**src/rtl/prod_accumulator_if.sv**
```systemverilog
// Valid/ready bundle between the multiplier product stream, the accumulator
// and the consumer of group sums.
interface prod_accumulator_if #(
  parameter int PROD_W = 7,
  parameter int ACC_W  = 9
);
  logic [PROD_W-1:0] prod;
  logic              in_valid;
  logic              in_ready;
  logic [ACC_W-1:0]  sum;
  logic              ovf;
  logic              out_valid;
  logic              out_ready;

  modport master (
    output prod, in_valid, out_ready,
    input  in_ready, sum, ovf, out_valid
  );

  modport slave (
    input  prod, in_valid, out_ready,
    output in_ready, sum, ovf, out_valid
  );
endinterface

```
**src/rtl/prod_accumulator.sv**
```systemverilog
// Sums groups of N_TERMS unsigned products and presents each group sum, with a
// sticky wrap flag, on a valid/ready output that holds until accepted.
module prod_accumulator #(
  parameter int PROD_W  = 7,
  parameter int N_TERMS = 4,
  parameter int ACC_W   = 9
) (
  input  logic              clk,
  input  logic              rst_n,
  input  logic              clear,
  prod_accumulator_if.slave bus,
  output logic [3:0]        term_cnt
);

  typedef enum logic {ACCUM, DONE} state_t;

  localparam int         EXT_W     = ACC_W + 1;
  localparam logic [3:0] LAST_TERM = 4'(N_TERMS - 1);

  state_t           state_q, state_d;
  logic [ACC_W-1:0] acc_q, acc_d;
  logic [ACC_W-1:0] sum_q, sum_d;
  logic [3:0]       cnt_q, cnt_d;
  logic             grpOvf_q, grpOvf_d;
  logic             ovf_q, ovf_d;
  logic             accept;
  logic [EXT_W-1:0] addFull;

  assign accept  = bus.in_valid && (state_q == ACCUM);
  // The extra top bit is the carry out of the accumulator width.
  assign addFull = {1'b0, acc_q} + EXT_W'(bus.prod);

  always_comb begin
    state_d  = state_q;
    acc_d    = acc_q;
    sum_d    = sum_q;
    cnt_d    = cnt_q;
    grpOvf_d = grpOvf_q;
    ovf_d    = ovf_q;

    if (clear) begin
      state_d  = ACCUM;
      acc_d    = '0;
      sum_d    = '0;
      cnt_d    = '0;
      grpOvf_d = 1'b0;
      ovf_d    = 1'b0;
    end else begin
      unique case (state_q)
        ACCUM: begin
          if (accept) begin
            if (cnt_q == LAST_TERM) begin
              sum_d    = addFull[ACC_W-1:0];
              ovf_d    = grpOvf_q | addFull[ACC_W];
              acc_d    = '0;
              cnt_d    = '0;
              grpOvf_d = 1'b0;
              state_d  = DONE;
            end else begin
              acc_d    = addFull[ACC_W-1:0];
              grpOvf_d = grpOvf_q | addFull[ACC_W];
              cnt_d    = cnt_q + 4'd1;
            end
          end
        end
        DONE: begin
          if (bus.out_ready) begin
            state_d = ACCUM;
          end
        end
        default: state_d = ACCUM;
      endcase
    end
  end

  always_ff @(posedge clk or negedge rst_n) begin
    if (!rst_n) begin
      state_q  <= ACCUM;
      acc_q    <= '0;
      sum_q    <= '0;
      cnt_q    <= '0;
      grpOvf_q <= 1'b0;
      ovf_q    <= 1'b0;
    end else begin
      state_q  <= state_d;
      acc_q    <= acc_d;
      sum_q    <= sum_d;
      cnt_q    <= cnt_d;
      grpOvf_q <= grpOvf_d;
      ovf_q    <= ovf_d;
    end
  end

  assign bus.in_ready  = (state_q == ACCUM);
  assign bus.out_valid = (state_q == DONE);
  assign bus.sum       = sum_q;
  assign bus.ovf       = ovf_q;
  assign term_cnt      = cnt_q;

endmodule
```
**src/flat_wrapper.sv**
```systemverilog
// flat-port wrapper written by rule: the top's interface ports become plain ports
module prod_accumulator_flat 
#(
  parameter int PROD_W  = 7,
  parameter int N_TERMS = 4,
  parameter int ACC_W   = 9
)
  (clk, rst_n, clear, term_cnt, bus_prod, bus_in_valid, bus_out_ready, bus_in_ready, bus_sum, bus_ovf, bus_out_valid);
  prod_accumulator_if #(.PROD_W(PROD_W), .ACC_W(ACC_W)) bus_i ();
  input  logic clk;
  input  logic rst_n;
  input  logic clear;
  output logic [3:0] term_cnt;
  input wire logic [$bits(bus_i.prod)-1:0] bus_prod;
  input wire logic [$bits(bus_i.in_valid)-1:0] bus_in_valid;
  input wire logic [$bits(bus_i.out_ready)-1:0] bus_out_ready;
  output wire logic [$bits(bus_i.in_ready)-1:0] bus_in_ready;
  output wire logic [$bits(bus_i.sum)-1:0] bus_sum;
  output wire logic [$bits(bus_i.ovf)-1:0] bus_ovf;
  output wire logic [$bits(bus_i.out_valid)-1:0] bus_out_valid;
  assign bus_i.prod = bus_prod;
  assign bus_i.in_valid = bus_in_valid;
  assign bus_i.out_ready = bus_out_ready;
  assign bus_in_ready = bus_i.in_ready;
  assign bus_sum = bus_i.sum;
  assign bus_ovf = bus_i.ovf;
  assign bus_out_valid = bus_i.out_valid;
  prod_accumulator #(.PROD_W(PROD_W), .N_TERMS(N_TERMS), .ACC_W(ACC_W)) u_core (.clk(clk), .rst_n(rst_n), .clear(clear), .bus(bus_i), .term_cnt(term_cnt));
endmodule
```
**config.mk**
```make
export PLATFORM = sky130hd
export DESIGN_NAME = prod_accumulator_flat
export DESIGN_NICKNAME = d
export VERILOG_FILES = /design/src/rtl/prod_accumulator_if.sv /design/src/rtl/prod_accumulator.sv /design/src/flat_wrapper.sv
export SDC_FILE = /design/constraint.sdc
export NUM_CORES = 1
export LEC_CHECK = 0
export ABC_AREA = 1
export BUFFER_PORTS_ARGS = -buffer_cell sky130_fd_sc_hd__buf_4
export CORE_MARGIN = 3
export CORE_UTILIZATION = 56
export CTS_BUF_LIST = sky130_fd_sc_hd__clkbuf_8
export CTS_CLUSTER_DIAMETER = 150
export DETAILED_ROUTE_END_ITERATION = 10
export PLACE_DENSITY = 0.84
export SETUP_SLACK_MARGIN = 0.4
export SYNTH_ARGS = -nofsm -noshare
export SYNTH_HDL_FRONTEND = slang
export SYNTH_SLANG_ARGS = --single-unit
```
**constraint.sdc**
```tcl
create_clock -name clk -period 1.99 [get_ports clk]
set_input_delay 0.398 -clock clk [delete_from_list [all_inputs] [get_ports clk]]
set_output_delay 0.398 -clock clk [all_outputs]
set_load 0.01 [all_outputs]
```
After elaboration in Yosys (flattened, before gate mapping)
Cells that the tools add are included.
W data, S select, Z words.
{"block": "word_totals", "input_bits": 12, "ff_bits": 25, "output_inout_bits": 16, "wordCells": 42}
{"block": "op_classes", "bitwise": 2, "eq_ne": 2, "reduce_logical": 5, "muxes": 25, "addsub": 2}
{"op": "$mux W9", "n": 8}
{"op": "$mux W4", "n": 4}
{"op": "$mux W1", "n": 12}
{"op": "$add A9 B7 Y10", "n": 1}
{"op": "$add A4 B1 Y4 const B", "n": 1}
{"op": "$eq A4 B2 Y1 const B", "n": 1}
{"op": "$reduce_bool A2 Y1", "n": 2}
{"op": "$reduce_and A3 Y1", "n": 1}
{"op": "$ne A2 B2 Y1 const B", "n": 1}
{"op": "$pmux W1 S2", "n": 1}
{"op": "$reduce_and A2 Y1", "n": 1}
{"op": "$logic_and A1 B1 Y1", "n": 1}
{"op": "$not A1 Y1", "n": 1}
{"op": "$or A1 B1 Y1", "n": 1}

Logic depth before layout (Yosys ltp)
Gate-level depths: netlist of the first run.
{"block": "logic_depth", "depth_word": 6, "mapped_depth": 11, "mapped_depth_nobuf": 11}

Worst setup path before layout of the first run
Ideal clock, no wire load.
{"block": "synth_timing", "kind": "in2reg", "from": "in bus_prod[0]", "to": "reg u_core.acc_q[6]", "arrival_time_ps": 1446, "setup_slack_ps": 426, "n_path_buf": 0, "t_required_ps": 1873, "path_stages": 11, "setup_ps": 117, "path_cell_list": "ha_1 > inv_1 > fa_1 > inv_1 > nand3_1 > nand2_1 > nand2_1 > nand2_1 > nand2_1 > nand3_1 > nand2_1"}
{"block": "synth_via", "elab_chain_cells": 5}
{"item": "start: declaration", "line": "flat_wrapper.sv:14", "rtl": "input wire logic [$bits(bus_i.prod)-1:0] bus_prod;"}
{"item": "$add A9 B7 Y10", "line": "prod_accumulator.sv:31", "rtl": "assign addFull = {1'b0, acc_q} + EXT_W'(bus.prod);"}
{"item": "$mux W9", "line": "prod_accumulator.sv:52", "rtl": "if (cnt_q == LAST_TERM) begin"}
{"item": "$mux W9", "line": "prod_accumulator.sv:51", "rtl": "if (accept) begin"}
{"item": "$mux W9", "line": "prod_accumulator.sv:49", "rtl": "unique case (state_q)"}
{"item": "$mux W9", "line": "prod_accumulator.sv:41", "rtl": "if (clear) begin"}
{"item": "end signal: assignment", "line": "prod_accumulator.sv:79", "rtl": "acc_q <= '0;"}
{"item": "end signal: assignment", "line": "prod_accumulator.sv:86", "rtl": "acc_q <= acc_d;"}
{"item": "end: declaration", "line": "prod_accumulator.sv:21", "rtl": "logic [ACC_W-1:0] acc_q, acc_d;"}
Every way passes these cells. The select of a mux whose other input is x is not followed.
A chain may end at the register's enable or synchronous reset.

Worst setup path in the final report of the first run
{"block": "layout_timing", "from": "reg u_core.acc_q[0]", "to": "reg u_core.acc_q[6]"}
{"block": "layout_via", "elab_chain_cells": 5}
{"item": "$add A9 B7 Y10", "line": "prod_accumulator.sv:31"}
{"item": "$mux W9", "line": "prod_accumulator.sv:52"}
{"item": "$mux W9", "line": "prod_accumulator.sv:51"}
{"item": "$mux W9", "line": "prod_accumulator.sv:49"}
{"item": "$mux W9", "line": "prod_accumulator.sv:41"}
Every way passes these cells. The select of a mux whose other input is x is not followed.

==> results of run 1 <==
[sequential cells by signal (all words and copies together) (netlist names)]
signal	cells
u_core.acc_q	9
u_core.bus.out_valid	1
u_core.bus.ovf	1
u_core.bus.sum	9
u_core.grpOvf_q	1
u_core.term_cnt	4
[critical path, cell delays in order (launching register included)]
cell and delay [ps]:
dfrtp_1 370, ha_2 190, inv_2 50, fa_2 340, inv_2 80, nand3_2 80
nand2_4 90, nand2_2 60, nand2_1 70, nand2_1 70, nand3_1 70, nand2_1 50
[logic make-up (layout without fill, tap and decap cells)]
logic type      Yosys count  after routing
simple gates            105            105
mux                       1              1
xor+xnor                  2              2
fa+ha+maj                 9              9
compound gates           16             16
flops                    25             25
buf+inv                  31             62
[final cells by class]
class	count	area [um2]
clock inverters	1	3.75
fillers	168	517
inverters	30	119
well taps	28	35.0
multi-input cells	133	767
flip-flops and latches	25	626
clock buffers	3	41.3
repair buffers	28	210
[worst paths after layout]
path                                    from                   end  slack, ps
setup / recovery             u_core.acc_q[0]       u_core.acc_q[6]        370
setup reg to reg             u_core.acc_q[0]       u_core.acc_q[6]        370
max in group asynchronous              rst_n    u_core.term_cnt[3]       1730
min in group clk               bus_out_ready  u_core.bus.out_valid        300
hold reg to reg            u_core.bus.sum[6]     u_core.bus.sum[6]        490
hold / removal                         rst_n       u_core.acc_q[3]         20
[what timing repair did]
item / in CTS / in global routing
endpoints found under the setup margin: 6 / 15
resized for setup: 8 / 12
cloned: 0 / 0
setup buffers: 1 / 0
pin swaps: 2 / 2
[layer usage]
metal  vias to the layer above  share of wire  wire (um)  global-route usage
met5                         -              0          0                   0
met1                       630           0.42       1550               0.283
met3                         5          0.056        205              0.0414
li1                        655              -          -                   -
met4                         0         0.0095         35              0.0780
met2                        52           0.52       1900               0.391
[cell usage in the layout, fill, tap and decap left out, drive strengths merged, types with 2 or more instances in the layout]
cell type	netlist	final
o21ai	7	7
nor2	11	11
buf	1	28
clkbuf	0	3
dfrtp	25	25
nand3	17	17
inv	27	28
xor2	2	2
clkinv	3	3
a21oi	6	6
nand2	76	76
ha	8	8
[stage by stage]
stage / std cells / power (mW)
global placement: 243 / 1.06
finish: 248 / 1.47
floorplan: 189 / 0.946
CTS: 248 / 1.39
detailed placement: 243 / 1.08
global route: 248 / 1.56
[power groups by stage]
stage / Clock [mW] / Sequential (mW) / Combinational, mW
2_1_floorplan: 0 / 0.617 / 0.329
3_3_place_gp: 0 / 0.619 / 0.441
3_5_place_dp: 0 / 0.623 / 0.455
4_1_cts: 0.298 / 0.614 / 0.480
5_1_grt: 0.326 / 0.632 / 0.606
6_report: 0.298 / 0.626 / 0.546
==> impl_metrics.json, run 1 <==
{
  "critical_path_class": "reg2reg",
  "placed_area_um2": 1660,
  "drt_iter0_drc": 51,
  "synth_top_family_by_area": "simple AND/OR/NAND/NOR gates",
  "finalWirelength_mm": 3.69,
  "hpwl_mm": 2.50,
  "netlist_instances": 189,
  "synth_top_cell_area_share": 0.437,
  "htree_num_levels": 1,
  "tritoncts": "yes",
  "synth_common_cells": "nand2_1, dfrtp_1, inv_1",
  "cp_max_fo": 3,
  "avgSynthCellArea_um2": 7.58,
  "dr.pass1.iters": 4,
  "cts_max_path_buffers": 2,
  "synth_adder_area_share": 0.0838,
  "drive_above_1_share": 0.277,
  "nets": 242,
  "clockPowerShare": 0.203,
  "pre_cts_ws_ps": 161,
  "rsz0062_at_grt": "yes",
  "vias": 1342,
  "num_antenna_cells": 0,
  "switching_share": 0.372,
  "synth-seq-cells": 25,
  "r2r_cells": 11,
  "port_buffers": 27,
  "powerDensity_nw_per_um2": 816,
  "fin_util": 0.777,
  "synthMuxAreaShare": 0.00699,
  "yosysMostFrequentCell": "nand2_1",
  "cts_buffers": 3,
  "start_kind": "register",
  "syn-num-nets": 210,
  "avgRoutedWirePerCell_um": 14.9,
  "setup_tns_ps": 0,
  "internal_power_mw": 0.923,
  "finalSetupViolations": 0,
  "synthArstFlopShare": 1.00,
  "yosys_warnings": 0,
  "antenna_found_initial": 0,
  "syn_to_final_growth_pct": 25.8,
  "fp-row-count": 17,
  "track_usage": 0.227,
  "synthSimpleGateAreaFrac": 0.309,
  "synth_compound_area_frac": 0.0603,
  "pwr-share-comb": 0.372,
  "synthFlopType": "dfrtp_1",
  "clock-root-buffer": "clkbuf_8",
  "synth_largest_area_cell": "dfrtp_1",
  "status": "finished clean",
  "finClkSkew_ps": 2.76,
  "timing.fmax_mhz": 619,
  "p_sw_mw": 0.547,
  "cts_sinks": 25,
  "cts.hold.buffers_added": 0,
  "core-area_um2": 2320,
  "period_minus_slack_ps": 1620,
  "cp.required_ps": 2160,
  "fin_crit_sh": 0.812,
  "drc": 0,
  "initial_utilization": 0.618,
  "timing.hold.ws_ps": 20.4,
  "slew_viol_final": 0,
  "die_w_um": 56.6,
  "setup_ws_ps": 374,
  "cts.clk_slew.worst_paths_ps": 90,
  "postLayoutCellArea_um2": 1800,
  "grt_pass1_wl_mm": 5.75,
  "ys_seq_area_frac": 0.437,
  "syn-cell-area_um2": 1430,
  "num_io_pins": 28,
  "crit_path_end_kind": "register",
  "p_seq_frac": 0.426,
  "critPathArrivalTime_ps": 1780,
  "place.gp.congestion": 0.905,
  "routed_via_density": 5.41,
  "maxCapViolations": 0,
  "drtAntennaViolNets": 0,
  "synth-edff-count": 0,
  "clk_latency_ps": 270,
  "synth_cell_types": 25,
  "max-slew-margin-rel": 0.782,
  "hp-class": "in2async",
  "vdd_ir_drop_max_mv": 0.640,
  "overflow": 0,
  "die-area_um2": 3200,
  "leakage_nw": 1.02,
  "grt_pass1_vias": 1316,
  "grt_start_max_net_pins": 26,
  "finalHoldViolCount": 0,
  "die_y_um": 56.6,
  "yosys-top-cells-area": "dfrtp_1, nand2_1, ha_1",
  "synth-xor-area-share": 0.0122,
  "tightest_slew_ps": 325
}
No activity file was read; power rests on OpenSTA's default activity.
==> inputs of run 2 (changes only) <==
--- a/config.mk
+++ b/config.mk
@@ -5,14 +5,14 @@
 export SDC_FILE = /design/constraint.sdc
 export NUM_CORES = 1
 export LEC_CHECK = 0
-export ABC_AREA = 1
+export ABC_AREA = 0
 export BUFFER_PORTS_ARGS = -buffer_cell sky130_fd_sc_hd__buf_4
 export CORE_MARGIN = 3
-export CORE_UTILIZATION = 56
+export CORE_UTILIZATION = 51
 export CTS_BUF_LIST = sky130_fd_sc_hd__clkbuf_8
 export CTS_CLUSTER_DIAMETER = 150
 export DETAILED_ROUTE_END_ITERATION = 10
-export PLACE_DENSITY = 0.84
+export PLACE_DENSITY = 0.81
 export SETUP_SLACK_MARGIN = 0.4
 export SYNTH_ARGS = -nofsm -noshare
 export SYNTH_HDL_FRONTEND = slang
==> constraint.sdc (replaced) <==
create_clock -name clk -period 1.3 [get_ports clk]
set_input_delay 0.26 -clock clk [delete_from_list [all_inputs] [get_ports clk]]
set_output_delay 0.26 -clock clk [all_outputs]
set_load 0.01 [all_outputs]
==> run 2 against run 1 <==
The run now fails in 5_1_grt. Area after synthesis is 4.4% lower. Synthesized cell count is 24% lower.
==> impl_metrics.json, run 2 <==
{
  "synth-seq-cells": 25,
  "netlist_instances": 143,
  "syn-num-nets": 164,
  "initial_utilization": 0.543,
  "die_w_um": 57.8,
  "worstEndpointGrtRepair": "u_core.bus.sum[8]$_DFFE_PN0P_/D",
  "num_io_pins": 28,
  "worstEpCategory": "register input",
  "synth_cell_types": 38,
  "fp-row-count": 18,
  "ys_seq_area_frac": 0.457,
  "syn-cell-area_um2": 1370,
  "synthArstFlopShare": 1.00,
  "synth_common_cells": "dfrtp_1, nand2_1, a21oi_1",
  "htree_num_levels": 1,
  "first-error": "[ERROR DPL-0038] Utilization greater than 100%, impossible to legalize",
  "grt_start_max_net_pins": 26,
  "yosys_warnings": 0,
  "clock-root-buffer": "clkbuf_8",
  "cts_max_path_buffers": 2,
  "avgSynthCellArea_um2": 9.58,
  "die_y_um": 57.8,
  "cts_sinks": 25,
  "stop_stage": "5_1_grt",
  "synth-edff-count": 0,
  "synth_largest_area_cell": "dfrtp_1",
  "synthFlopType": "dfrtp_1",
  "synth_top_cell_area_share": 0.457,
  "status": "did not finish",
  "hpwl_mm": 2.75,
  "yosys-top-cells-area": "dfrtp_1, ha_1, a21oi_1",
  "place.gp.congestion": 0.861,
  "yosysMostFrequentCell": "dfrtp_1",
  "cts_buffers": 3,
  "port_buffers": 27
}
## run 2: cell count changes after synthesis, sizes merged, moves of 3 or more
cell and change:
nand2 -56, inv -21, nand3 -15, a21oi +10
nor3 +5, a22o +4, clkinv -3, nand2b +3
## run 2: timing repair
action,CTS
endpoints found under the setup margin,41
buffers inserted,13
resized for setup,60
pin swaps,19
gates cloned,1
hold endpoints to repair,25
hold buffers,1
## run 2: per-stage QoR
| stage | area [um2] | cells | worst slack [ps] | TNS (ps) |
|---|---|---|---|---|
| 2_1_floorplan | 1440 | 143 | -517 | -4920 |
| 4_1_cts | 2310 | 246 | -649 | -8580 |
| 3_3_place_gp | 1900 | 227 | -575 | -7340 |
| 3_5_place_dp | 1900 | 227 | -646 | -8570 |
## run 2: cells by family after synthesis
group / count (synthesis) / share of synthesized area
DFF: 25 / 0.457
AOI/OAI and AO/OA: 38 / 0.174
and+or+nand+nor: 55 / 0.215
xor gates and xnor gates: 6 / 0.0384
buffers and inverters: 10 / 0.0292
adders and majority gates: 9 / 0.0877
==> inputs of run 3 (changes only) <==
--- a/config.mk
+++ b/config.mk
@@ -7,13 +7,10 @@
 export LEC_CHECK = 0
 export ABC_AREA = 0
 export BUFFER_PORTS_ARGS = -buffer_cell sky130_fd_sc_hd__buf_4
-export CORE_MARGIN = 3
-export CORE_UTILIZATION = 51
-export CTS_BUF_LIST = sky130_fd_sc_hd__clkbuf_8
-export CTS_CLUSTER_DIAMETER = 150
+export CORE_AREA = 3 3 64 66
 export DETAILED_ROUTE_END_ITERATION = 10
-export PLACE_DENSITY = 0.81
-export SETUP_SLACK_MARGIN = 0.4
+export DIE_AREA = 0 0 67 69
+export PLACE_DENSITY_LB_ADDON = 0.15
 export SYNTH_ARGS = -nofsm -noshare
 export SYNTH_HDL_FRONTEND = slang
 export SYNTH_SLANG_ARGS = --single-unit
==> constraint.sdc (replaced) <==
create_clock -name clk -period 1.7 [get_ports clk]
set_input_delay 0.34 -clock clk [delete_from_list [all_inputs] [get_ports clk]]
set_output_delay 0.34 -clock clk [all_outputs]
set_load 0.01 [all_outputs]
==> run 3 against run 2 <==
The flow now finishes, with violations (setup timing). Synthesized cell count did not move. Area after synthesis did not move.
==> impl_metrics.json, run 3 <==
{
  "syn-cell-area_um2": 1370,
  "avgSynthCellArea_um2": 9.58,
  "antenna_found_initial": 0,
  "ys_seq_area_frac": 0.457,
  "initial_utilization": 0.377,
  "avgRoutedWirePerCell_um": 13.6,
  "drt-met1-wl_mm": 1.53,
  "grt_pass1_vias": 1355,
  "drive_above_1_share": 0.419,
  "violations": "setup timing",
  "port_buffers": 27,
  "syn_to_final_growth_pct": 48.7,
  "htree_num_levels": 1,
  "cts_max_path_buffers": 2,
  "netlist_instances": 143,
  "num_io_pins": 28,
  "clk_latency_ps": 280,
  "max-slew-margin-rel": 0.552,
  "synthArstFlopShare": 1.00,
  "syn-num-nets": 164,
  "hold_depth": 3,
  "placed_area_um2": 1840,
  "synth_common_cells": "dfrtp_1, nand2_1, a21oi_1",
  "final_cells": 251,
  "synth_largest_area_cell": "dfrtp_1",
  "postLayoutCellArea_um2": 2040,
  "powerDensity_nw_per_um2": 748,
  "dr.pass1.iters": 4,
  "routed_via_density": 5.13,
  "yosys-top-cells-area": "dfrtp_1, ha_1, a21oi_1",
  "synth_cell_types": 38,
  "hpwl_mm": 2.52,
  "finalSetupViolations": 8,
  "final_common_cell": "buf_4",
  "die_w_um": 67,
  "yosys_warnings": 0,
  "fin_crit_sh": 1.14,
  "cp.required_ps": 1880,
  "final_cell_mix": "buf_4, dfrtp_1, nand2_1",
  "timing.hold.ws_ps": 305,
  "drc": 0,
  "routed-wl-met3_um": 116,
  "period_minus_slack_ps": 1950,
  "fp-row-count": 22,
  "cp_max_fo": 3,
  "leakage_nw": 0.961,
  "finalWirelength_mm": 3.41,
  "crit_path_end_kind": "register",
  "hp-class": "in2reg",
  "synth-edff-count": 0,
  "dr_wl_met2_mm": 1.74,
  "clock-root-buffer": "clkbuf_8",
  "slew_viol_final": 0,
  "critPathArrivalTime_ps": 2130,
  "start_kind": "register",
  "drt_iter0_drc": 47,
  "tritoncts": "yes",
  "cts_buffers": 3,
  "die-area_um2": 4620,
  "drtAntennaViolNets": 0,
  "synth-seq-cells": 25,
  "grt_start_max_net_pins": 26,
  "synthFlopType": "dfrtp_1",
  "cts.clk_slew.worst_paths_ps": 100,
  "overflow": 0,
  "highest_layer": "met4",
  "pre_cts_ws_ps": -317,
  "setup_ws_ps": -246,
  "grt_pass1_wl_mm": 6.04,
  "vias": 1287,
  "core-area_um2": 3630,
  "place_inst": 242,
  "n_fill_cell": 324,
  "die_y_um": 69,
  "status": "finished, violations left",
  "cts_sinks": 25,
  "timing.fmax_mhz": 514,
  "track_usage": 0.162,
  "tightest_slew_ps": 669,
  "nets": 225,
  "rsz0062_at_grt": "yes",
  "critical_path_class": "reg2reg",
  "yosysMostFrequentCell": "dfrtp_1",
  "place.gp.congestion": 0.849,
  "num_antenna_cells": 0,
  "maxCapViolations": 0,
  "r2r_cells": 8,
  "finClkSkew_ps": 12.2,
  "finalHoldViolCount": 0,
  "synth_top_cell_area_share": 0.457,
  "vdd_ir_drop_max_mv": 0.336
}
[run 3: report_power, final]
group / switching [mW] / leakage [nW] / internal [mW]
combinational: 0.226 / 0.597 / 0.247
clock: 0.207 / 0.0217 / 0.166
sequential: 0.0412 / 0.342 / 0.636
[run 3: final timing paths]
path / startpoint / end / slack, ps
min in group asynchronous: rst_n / u_core.acc_q[0] / 490
max: u_core.acc_q[0] / u_core.bus.sum[8] / -250
max in group asynchronous: rst_n / u_core.acc_q[5] / 950
min reg2reg: u_core.acc_q[4] / u_core.acc_q[4] / 520
min: bus_out_ready / u_core.bus.out_valid / 310
max reg2reg: u_core.acc_q[0] / u_core.bus.sum[8] / -250
[run 3: per-layer routing]
metal,vias up,GRT usage
met3,4,0.0212
met2,20,0.274
met4,0,0.0338
li1,630,-
met1,633,0.218
met5,-,0
[run 3: worst max-delay path: stages (launching register included)]
cell      delay, ps
dfrtp_1         400
ha_2            180
inv_2            50
fa_2            200
nor2b_2          50
o31a_1          290
o311a_1         350
xnor2_1         140
a211oi_1        190
[run 3: area by class of cell]
class                      instances  area (um2)  share of cell area
timing repair buffer              60         457               0.224
clock inverter                     1        7.51             0.00369
tap                               48        60.1              0.0295
sequential                        25         626               0.307
inverter                           6        22.5              0.0111
multi-input combinational        108         823               0.404
clock buffer                       3        41.3              0.0203
[run 3: logic make-up (layout without fill, tap and decap cells)]
kind of cell	Yosys count	after routing	share of synthesized area
compound gates	38	38	0.174
xor+xnor	6	6	0.0384
fa+ha+maj	9	9	0.0877
buf+inv	10	70	0.0292
flops	25	25	0.457
simple gates	55	55	0.215
[run 3: stage by stage]
| step | TNS (ps) | power [mW] | utilization |
|---|---|---|---|
| 3_3_place_gp | -1980 | 1.08 | 0.507 |
| 3_5_place_dp | -2420 | 1.09 | 0.507 |
| 6_report | -1010 | 1.52 | 0.561 |
| 5_1_grt | -2450 | 1.62 | 0.561 |
| 4_1_cts | -1040 | 1.50 | 0.541 |
| 2_1_floorplan | -304 | 0.902 | - |
[run 3: what timing repair did]
action                                  4_1_cts  5_1_grt
pin swaps                                     5        2
endpoints found under the setup margin       15       14
hold endpoints to repair                     25        0
setup buffers                                 2        2
hold buffers                                  1        0
gates resized for setup                      10       12
